File: config.mk
export PLATFORM = sky130hd
export DESIGN_NAME = led_vu_meter
export DESIGN_NICKNAME = d
export VERILOG_FILES = /design/src/rtl/led_meter_pkg.sv /design/src/rtl/lvl_quant.sv /design/src/rtl/led_vu_meter.sv
export SDC_FILE = /design/constraint.sdc
export NUM_CORES = 1
export LEC_CHECK = 0
export CORE_MARGIN = 2
export CORE_UTILIZATION = 60
export DETAILED_ROUTE_END_ITERATION = 10
export GPL_TIMING_DRIVEN = 0
export PLACE_DENSITY = 0.83
export SKIP_CTS_REPAIR_TIMING = 1
export SYNTH_ARGS = -nofsm -noshare
export SYNTH_HDL_FRONTEND = slang
export SYNTH_SLANG_ARGS = --single-unit
File: constraint.sdc
create_clock -name clk -period 10.1 [get_ports clk]
set_input_delay 2.02 -clock clk [delete_from_list [all_inputs] [get_ports clk]]
set_output_delay 2.02 -clock clk [all_outputs]
set_load 0.02 [all_outputs]
File: src/rtl/led_meter_pkg.sv
// Shared constants, peak-marker states and LED decode helpers
// for the LED VU meter.
package led_meter_pkg;

  localparam int unsigned NLED = 8;

  localparam logic [15:0] THRESH [0:NLED-1] = '{
    16'h0040, 16'h0080, 16'h0100, 16'h0200,
    16'h0400, 16'h0800, 16'h1000, 16'h2000
  };

  localparam logic [15:0] CLIP_THR = 16'h7000;

  typedef enum logic [1:0] {
    PK_IDLE,
    PK_HOLD,
    PK_FALL
  } pk_st_t;

  function automatic logic [NLED-1:0] therm(
    input logic [3:0] n
  );
    logic [NLED-1:0] t;
    t = '0;
    for (int i = 0; i < NLED; i++)
      t[i] = (4'(i) < n);
    return t;
  endfunction

  function automatic logic [NLED-1:0] onehot(
    input logic [3:0] n
  );
    logic [NLED-1:0] t;
    t = '0;
    for (int i = 0; i < NLED; i++)
      t[i] = (4'(i + 1) == n);
    return t;
  endfunction

endpackage

File: src/rtl/lvl_quant.sv
// Magnitude to bar-length encoder: counts the thresholds
// the input level reaches (0..8).
module lvl_quant
  import led_meter_pkg::*;
(
  input  logic [15:0] lvl,
  output logic [3:0]  cnt
);

  always_comb begin
    cnt = '0;
    for (int i = 0; i < NLED; i++)
      if (lvl >= THRESH[i])
        cnt = cnt + 4'd1;
  end

endmodule

File: src/rtl/led_vu_meter.sv
// LED bar-graph level meter with fast attack, stepped release,
// peak-hold marker and overload flag.
module led_vu_meter
  import led_meter_pkg::*;
#(
  parameter int unsigned DECAY_CYC = 3_125_000,
  parameter int unsigned HOLD_CYC  = 50_000_000
) (
  input  logic        clk,
  input  logic        rst,
  input  logic        lvl_vld,
  input  logic [15:0] lvl,
  output logic [7:0]  led,
  output logic [7:0]  pk_led,
  output logic        ovr
);

  localparam int unsigned DW =
    (DECAY_CYC > 1) ? $clog2(DECAY_CYC) : 1;
  localparam int unsigned HW =
    (HOLD_CYC > 1) ? $clog2(HOLD_CYC) : 1;
  localparam logic [DW-1:0] D_END = DW'(DECAY_CYC - 1);
  localparam logic [HW-1:0] H_END = HW'(HOLD_CYC - 1);

  logic [3:0]    q;
  logic [3:0]    tgt, tgt_nxt;
  logic [3:0]    bar_cnt, bar_nxt;
  logic [DW-1:0] dcnt, dcnt_nxt;

  logic [3:0]    pk_pos, pk_nxt;
  logic [HW-1:0] hcnt, hcnt_nxt;
  logic [DW-1:0] pcnt, pcnt_nxt;
  pk_st_t        st, st_nxt;

  logic [HW-1:0] ocnt;
  logic          clip;

  lvl_quant u_quant (
    .lvl (lvl),
    .cnt (q)
  );

  assign clip = lvl_vld && (lvl >= CLIP_THR);

  // attack beats a coincident release step
  always_comb begin
    tgt_nxt  = tgt;
    bar_nxt  = bar_cnt;
    dcnt_nxt = dcnt;
    if (lvl_vld)
      tgt_nxt = q;
    if (lvl_vld && (q >= bar_cnt)) begin
      bar_nxt  = q;
      dcnt_nxt = '0;
    end else if (bar_cnt > tgt) begin
      if (dcnt == D_END) begin
        bar_nxt  = bar_cnt - 4'd1;
        dcnt_nxt = '0;
      end else begin
        dcnt_nxt = dcnt + DW'(1);
      end
    end else begin
      dcnt_nxt = '0;
    end
  end

  always_comb begin
    st_nxt   = st;
    pk_nxt   = pk_pos;
    hcnt_nxt = hcnt;
    pcnt_nxt = '0;
    if (bar_nxt > pk_pos) begin
      pk_nxt   = bar_nxt;
      hcnt_nxt = '0;
      st_nxt   = PK_HOLD;
    end else begin
      unique case (st)
        PK_IDLE: ;
        PK_HOLD: begin
          if (hcnt == H_END)
            st_nxt = PK_FALL;
          else
            hcnt_nxt = hcnt + HW'(1);
        end
        PK_FALL: begin
          if ((pk_pos == bar_cnt) || (pk_pos == 4'd0))
            st_nxt = PK_IDLE;
          else if (pcnt == D_END)
            pk_nxt = pk_pos - 4'd1;
          else
            pcnt_nxt = pcnt + DW'(1);
        end
        default: st_nxt = PK_IDLE;
      endcase
    end
  end

  always_ff @(posedge clk) begin
    if (rst) begin
      tgt     <= '0;
      bar_cnt <= '0;
      dcnt    <= '0;
      pk_pos  <= '0;
      hcnt    <= '0;
      pcnt    <= '0;
      st      <= PK_IDLE;
    end else begin
      tgt     <= tgt_nxt;
      bar_cnt <= bar_nxt;
      dcnt    <= dcnt_nxt;
      pk_pos  <= pk_nxt;
      hcnt    <= hcnt_nxt;
      pcnt    <= pcnt_nxt;
      st      <= st_nxt;
    end
  end

  always_ff @(posedge clk) begin
    if (rst) begin
      ovr  <= 1'b0;
      ocnt <= '0;
    end else if (clip) begin
      ovr  <= 1'b1;
      ocnt <= '0;
    end else if (ovr) begin
      if (ocnt == H_END)
        ovr <= 1'b0;
      else
        ocnt <= ocnt + HW'(1);
    end
  end

  assign led    = therm(bar_cnt);
  assign pk_led = onehot(pk_pos);

endmodule

==> Word level (Yosys, flattened, before mapping) <==
Index checks and enable logic that the tools add are counted.
W data, S select, Z words.
{ "word_totals": {"regBits": 111, "input_bits": 19, "out_inout_bits": 17, "elab_cells": 107} }
{ "classes": {"addsub": 13, "n_lt_le_gt_ge": 20, "eq_ne": 21, "mux": 22, "bitwise": 5, "n_reduce_logical": 16} }
{ "ops": {"columns": ["cell", "n"], "rows": [
  ["$mux W4", 14],
  ["$add A26 B1 Y26 const B", 2],
  ["$eq A26 B26 Y1 const B", 2],
  ["$add A22 B1 Y22 const B", 2],
  ["$eq A22 B22 Y1 const B", 2],
  ["$add A4 B1 Y4 const B", 6],
  ["$eq A3 B4 Y1 const A", 4],
  ["$ge A16 B10 Y1 const B", 1],
  ["$ge A16 B11 Y1 const B", 1],
  ["$ge A16 B12 Y1 const B", 1],
  ["$ge A16 B13 Y1 const B", 1],
  ["$ge A16 B14 Y1 const B", 1],
  ["$ge A16 B15 Y1 const B", 1],
  ["$ge A16 B7 Y1 const B", 1],
  ["$ge A16 B8 Y1 const B", 1],
  ["$ge A16 B9 Y1 const B", 1],
  ["$lt A3 B4 Y1 const A", 4],
  ["$reduce_and A3 Y1", 3],
  ["$eq A2 B4 Y1 const A", 2],
  ["$gt A4 B4 Y1", 2],
  ["$lt A1 B4 Y1 const A", 2],
  ["$lt A2 B4 Y1 const A", 2],
  ["$ne A2 B2 Y1 const B", 4],
  ["$sub A4 B1 Y4 const B", 2],
  ["21 further kinds", 35]
]} }

==> Logic depth before layout (Yosys ltp) <==
{ "logic_depth": {"depth_word": 22, "depth_mapped": 36, "ltp_nobuf": 33} }

==> Cells and area by module <==
Synthesis repeated with hierarchy kept, for this count alone.
{ "hier_totals": {"cells_unflattened": 751, "area_unflattened_um2": 6231.0} }
{ "modules_own_cells": {"columns": ["module", "n_inst", "cells_per_inst", "area_each_um2", "seq_area_each_um2"], "rows": [
  ["led_vu_meter", 1, 668, 5626.6, 2222.1],
  ["lvl_quant", 1, 83, 604.3, 0.0]
]} }

==> Least setup slack after synthesis <==
No wires, ideal clock.
{ "synth_timing": {"path_kind": "input -> register", "start": "in lvl[15]", "end": "reg pcnt[10]", "setup_ps": 65, "t_arrival_ps": 8952, "required_ps": 10035, "path_slack_ps": 1083, "path_stages": 35, "n_path_buf": 4, "cell_sequence": "or4_4 -> buf_6 -> nor3_1 -> nand2b_1 -> nor2_1 -> ha_1 -> buf_1 -> xnor2_1 -> ha_1 -> xnor2_1 -> a21oi_1 -> ha_1 -> xor2_1 -> nor2_1 -> nor3_1 -> ha_1 -> nand2_1 -> xnor2_1 -> xnor2_1 -> xor2_4 -> ha_1 -> a21o_1 -> a21oi_1 -> nor2b_1 -> clkbuf_1 -> mux2_2 -> inv_1 -> ha_1 -> a21oi_1 -> o21ai_0 -> o21a_1 -> or2_2 -> or3b_1 -> clkbuf_1 -> nor2_1"} }
{ "synth_via": {"elab_chain_len": 21, "word_cells_on_any_way": 28, "cone_classes": "add/sub (7); order compare (10); mux (9); reduce/logical (2)"} }
{ "synth_rtl": {"columns": ["item", "line", "source"], "rows": [
  ["start, declared", "led_vu_meter.sv:12", "input logic [15:0] lvl,"],
  ["$ge A16 B7 Y1", "lvl_quant.sv:13", "if (lvl >= THRESH[i])"],
  ["$mux W1", "lvl_quant.sv:13", null],
  ["$add A1 B1 Y2", "lvl_quant.sv:14", "cnt = cnt + 4'd1;"],
  ["$mux W4", "lvl_quant.sv:13", null],
  ["$add A4 B1 Y4", "lvl_quant.sv:14", null],
  ["$mux W4", "lvl_quant.sv:13", null],
  ["$add A4 B1 Y4", "lvl_quant.sv:14", null],
  ["$mux W4", "lvl_quant.sv:13", null],
  ["[7 not listed]", null, null],
  ["$mux W4 *", "lvl_quant.sv:13", null],
  ["net q[2]", "led_vu_meter.sv:25", "logic [3:0] q;"],
  ["$ge A4 B4 Y1 *", "led_vu_meter.sv:52", "if (lvl_vld && (q >= bar_cnt)) begin"],
  ["$logic_and A1 B1 Y1 *", "led_vu_meter.sv:52", null],
  ["$mux W4 *", "led_vu_meter.sv:52", null],
  ["net bar_nxt[1]", "led_vu_meter.sv:27", "logic [3:0] bar_cnt, bar_nxt;"],
  ["$gt A4 B4 Y1 *", "led_vu_meter.sv:72", "if (bar_nxt > pk_pos) begin"],
  ["$reduce_or A5 Y1 (no line) *", null, null],
  ["end signal, assigned", "led_vu_meter.sv:113", "pcnt <= pcnt_nxt;"],
  ["end, declared", "led_vu_meter.sv:32", "logic [DW-1:0] pcnt, pcnt_nxt;"]
]} }
Mark *: on every way through the listed nets, which the timed path passes. The rest lies on a longest branch.
A chain may end at the register's enable or synchronous reset.

==> Final worst setup path <==
{ "layout_timing": {"start": "in lvl[12]", "end": "reg pcnt[5]"} }
The elaborated chain is that of the path after synthesis.

==> metrics.json <==
{
  "timing.max_slew.rel_slack_pct": 51.4,
  "ys_ff_latch": 111,
  "detailed_place.area_um2": 6510,
  "layout.cell_area.non_filler_um2": 6720,
  "clkTransAtPathRegs_ns": 0.10,
  "max_cap_violations": 0,
  "grt_antenna_before_repair": 0,
  "timing.critical_path.mode_cell": "ha_1",
  "power.leakage_uw": 0.00238,
  "critPathSlowestCell": "or4_4",
  "route.antenna.remaining_nets": 0,
  "synth-seq-area-share_pct": 36.6,
  "critical_path.max_stage_delay_ns": 0.55,
  "cts.htree.levels": 3,
  "numCtsBuffers": 9,
  "vdd.ir_drop.worst_uv": 102,
  "critical_path_peak_fanout": 10,
  "netlist_instances": 726,
  "layout-area-overhead-vs-synth_pct": 10.5,
  "post-route-period-util_pct": 94.3,
  "rsz0062_at_grt": "no",
  "io_pins": 36,
  "holdCritPathClass": "reg -> reg",
  "pin_count_of_the_biggest_net_entering_global_routing": 18,
  "outcome": "finished clean",
  "routed-via-count": 4931,
  "area.sequential_um2": 2220,
  "critPathRequiredTime_ns": 10.42,
  "clk_root_buffer_cell": "clkbuf_8",
  "detail_route.drc_violations": 0,
  "synth_top_flop_cell": "dfxtp_1",
  "core.rowCount": 36,
  "nNetsFinal": 814,
  "synth_edf_count": 0,
  "sort_of_element_at_the_end_of_the_critical_path": "flip-flop",
  "fin_skew_ns": 0.0144,
  "clock-sinks": 111,
  "pwr_density_cell_nw_per_um2": 135,
  "placement.io_buffers": 27,
  "cts_buffer_depth": 2,
  "drive_above_1_share_pct": 6.38,
  "post_synth_instance_area_um2": 6080,
  "synth_nets": 776,
  "die_area_um2": 10900,
  "detail_route.vias_per_cell": 5.47,
  "place.detailed.hpwl_um": 9070,
  "finalHoldViolations": 0,
  "grt_first_pass_wirelength_um": 20300,
  "chipHeight_um": 105,
  "first_pass_iters": 4,
  "drv_slew": 0,
  "timing.fmax_mhz": 105,
  "cts_tree": "done",
  "initial_core_utilization_pct": 61.9,
  "postSynthAreaPerCell_um2": 8.37,
  "timing_worst_setup_path_type": "in -> reg",
  "num-fill-cells": 822,
  "ant_cells": 0,
  "post_synth_num_cell_types": 63,
  "wl_per_cell_um": 13.2,
  "drt_first_iter_violations": 247,
  "gpl.final_weighted_congestion": 0.844,
  "multi_input_comb_area_um2": 3650,
  "async_set_or_reset_register_ratio_after_synthesis_pct": 0,
  "drt_wl_total_um": 11900,
  "clock_insertion_delay_worst_skew_ns": 0.38,
  "critical_path_arrival_ns": 9.84,
  "max_slew.worst_pin.slew_ns": 0.723,
  "grt-ovfl-total": 0,
  "grt_pass1_vias": 4711,
  "totalPowerFinal_uw": 909,
  "final_period_minus_worst_setup_slack_ns": 9.52,
  "synth_warnings": 0,
  "coreArea_um2": 9820,
  "setup_violations": 0,
  "grt_use_total_pct": 22.3,
  "die_width_um": 105,
  "startpoint_type_of_the_worst_setup_path": "input pin"
}
## worst paths after layout
path,startpoint,endpoint,slack [ns],cells after the start
hold / removal,pcnt[0],pcnt[0],0.47,1
setup reg to reg,bar_cnt[0],pcnt[5],5.62,17
hold reg to reg,pcnt[0],pcnt[0],0.47,1
setup / recovery,lvl[12],pcnt[5],0.58,36
## synth_stat cells, types with 2 or more instances
cell       number  area (µm²)
mux2i_1         7        70.1
a21o_1          2        15.0
buf_1           2        7.51
mux2_2          3        33.8
nand2_1        57         214
o21bai_1        2        15.0
a21oi_1        18        90.1
xor2_1         61         534
buf_6           2        22.5
nor4b_1         3        26.3
o21a_1          2        15.0
a211oi_2        2        25.0
and3_1         22         138
or4_1           3        22.5
nor2b_1        10        62.6
nand3_1        39         195
a211oi_1        3        22.5
nand2b_1        5        31.3
a2111oi_2       2        30.0
dfxtp_1       111        2220
or3_1           9        56.3
nor2_1        134         503
inv_1          33         124
or2_2           4        25.0
or2_1           2        12.5
nor3_1         13        65.1
o31a_1          2        17.5
or3b_1          2        17.5
and4_1          8        70.1
nor4_1          9        56.3
nand4_1        16         100
o22ai_1         2        12.5
o21ai_0        13        65.1
xnor2_1        45         394
and2_1          5        31.3
nor4bb_1        2        20.0
ha_1           31         388
clkbuf_1       15        56.3
## power breakdown
part	internal [µW]	total (µW)	switching, µW
Clock	104	246	142
Sequential	450	465	14.8
Combinational	81.2	199	118
Total	635	909	275
## area by class of cell
class / count / share of cell area (%)
Buffer: 21 / 1.56
Clock buffer: 12 / 2.31
Clock inverter: 3 / 0.391
Inverter: 33 / 1.84
Multi-Input combinational cell: 561 / 54.3
Sequential cell: 111 / 33.1
Tap cell: 133 / 2.48
Timing Repair Buffer: 27 / 4.02
## layout by cell type, fill, tap and decap left out, types with 22 or more instances in the layout
cell,synthesis,routed
nor2_1,134,133
nand3_1,39,39
dfxtp_1,111,111
xnor2_1,45,44
nand2_1,57,57
ha_1,31,31
clkdlybuf4s50_1,0,27
and3_1,22,22
inv_1,33,33
xor2_1,61,61
## worst max-delay path: cells and delay by family
kind                       cells  cell delay [ns]
buffers and inverters          6             1.46
xor gates and xnor gates       6             1.17
AOI/OAI and AO/OA              6             0.87
adders and majority gates      6             1.73
and+or+nand+nor               11             2.30
muxes                          1             0.28
## flip-flops by register name (all words and copies together), names as in the netlist
signal   cells
st           2
ocnt        26
pcnt        22
bar_cnt      4
tgt          4
pk_pos       4
ovr          1
dcnt        22
hcnt        26
## per-stage QoR
stage	cells	hold WS, ns	setup WS, ns	utilization (%)	setup TNS (ns)
2_1_floorplan	726	0.418	1.08	-	0
3_3_place_gp	886	0.431	-0.0975	66.3	-2.91
3_5_place_dp	886	0.460	-0.317	66.3	-11.13
4_1_cts	901	0.477	0.00504	68.2	0
5_1_grt	901	0.498	0.0385	68.4	0
6_report	901	0.472	0.576	68.4	0
## cells by family after synthesis
logic type	after synthesis	synth area share, %
AO/OA/AOI/OAI	60	6.94
buffers and inverters	54	3.67
multiplexers	12	2.31
adder cells (fa/ha/maj)	31	6.38
XOR/XNOR	107	15.7
AND/OR/NAND/NOR	351	28.4
flip-flops	111	36.6
## routing by layer
metal	global-route usage (%)	up-vias	routed length, µm
li1	-	2525	-
met1	25.2	2334	5230
met2	41.5	50	6170
met3	4.87	22	306
met4	6.95	0	214
met5	0	-	0
Note: power is estimated with default switching activity, not from simulation.
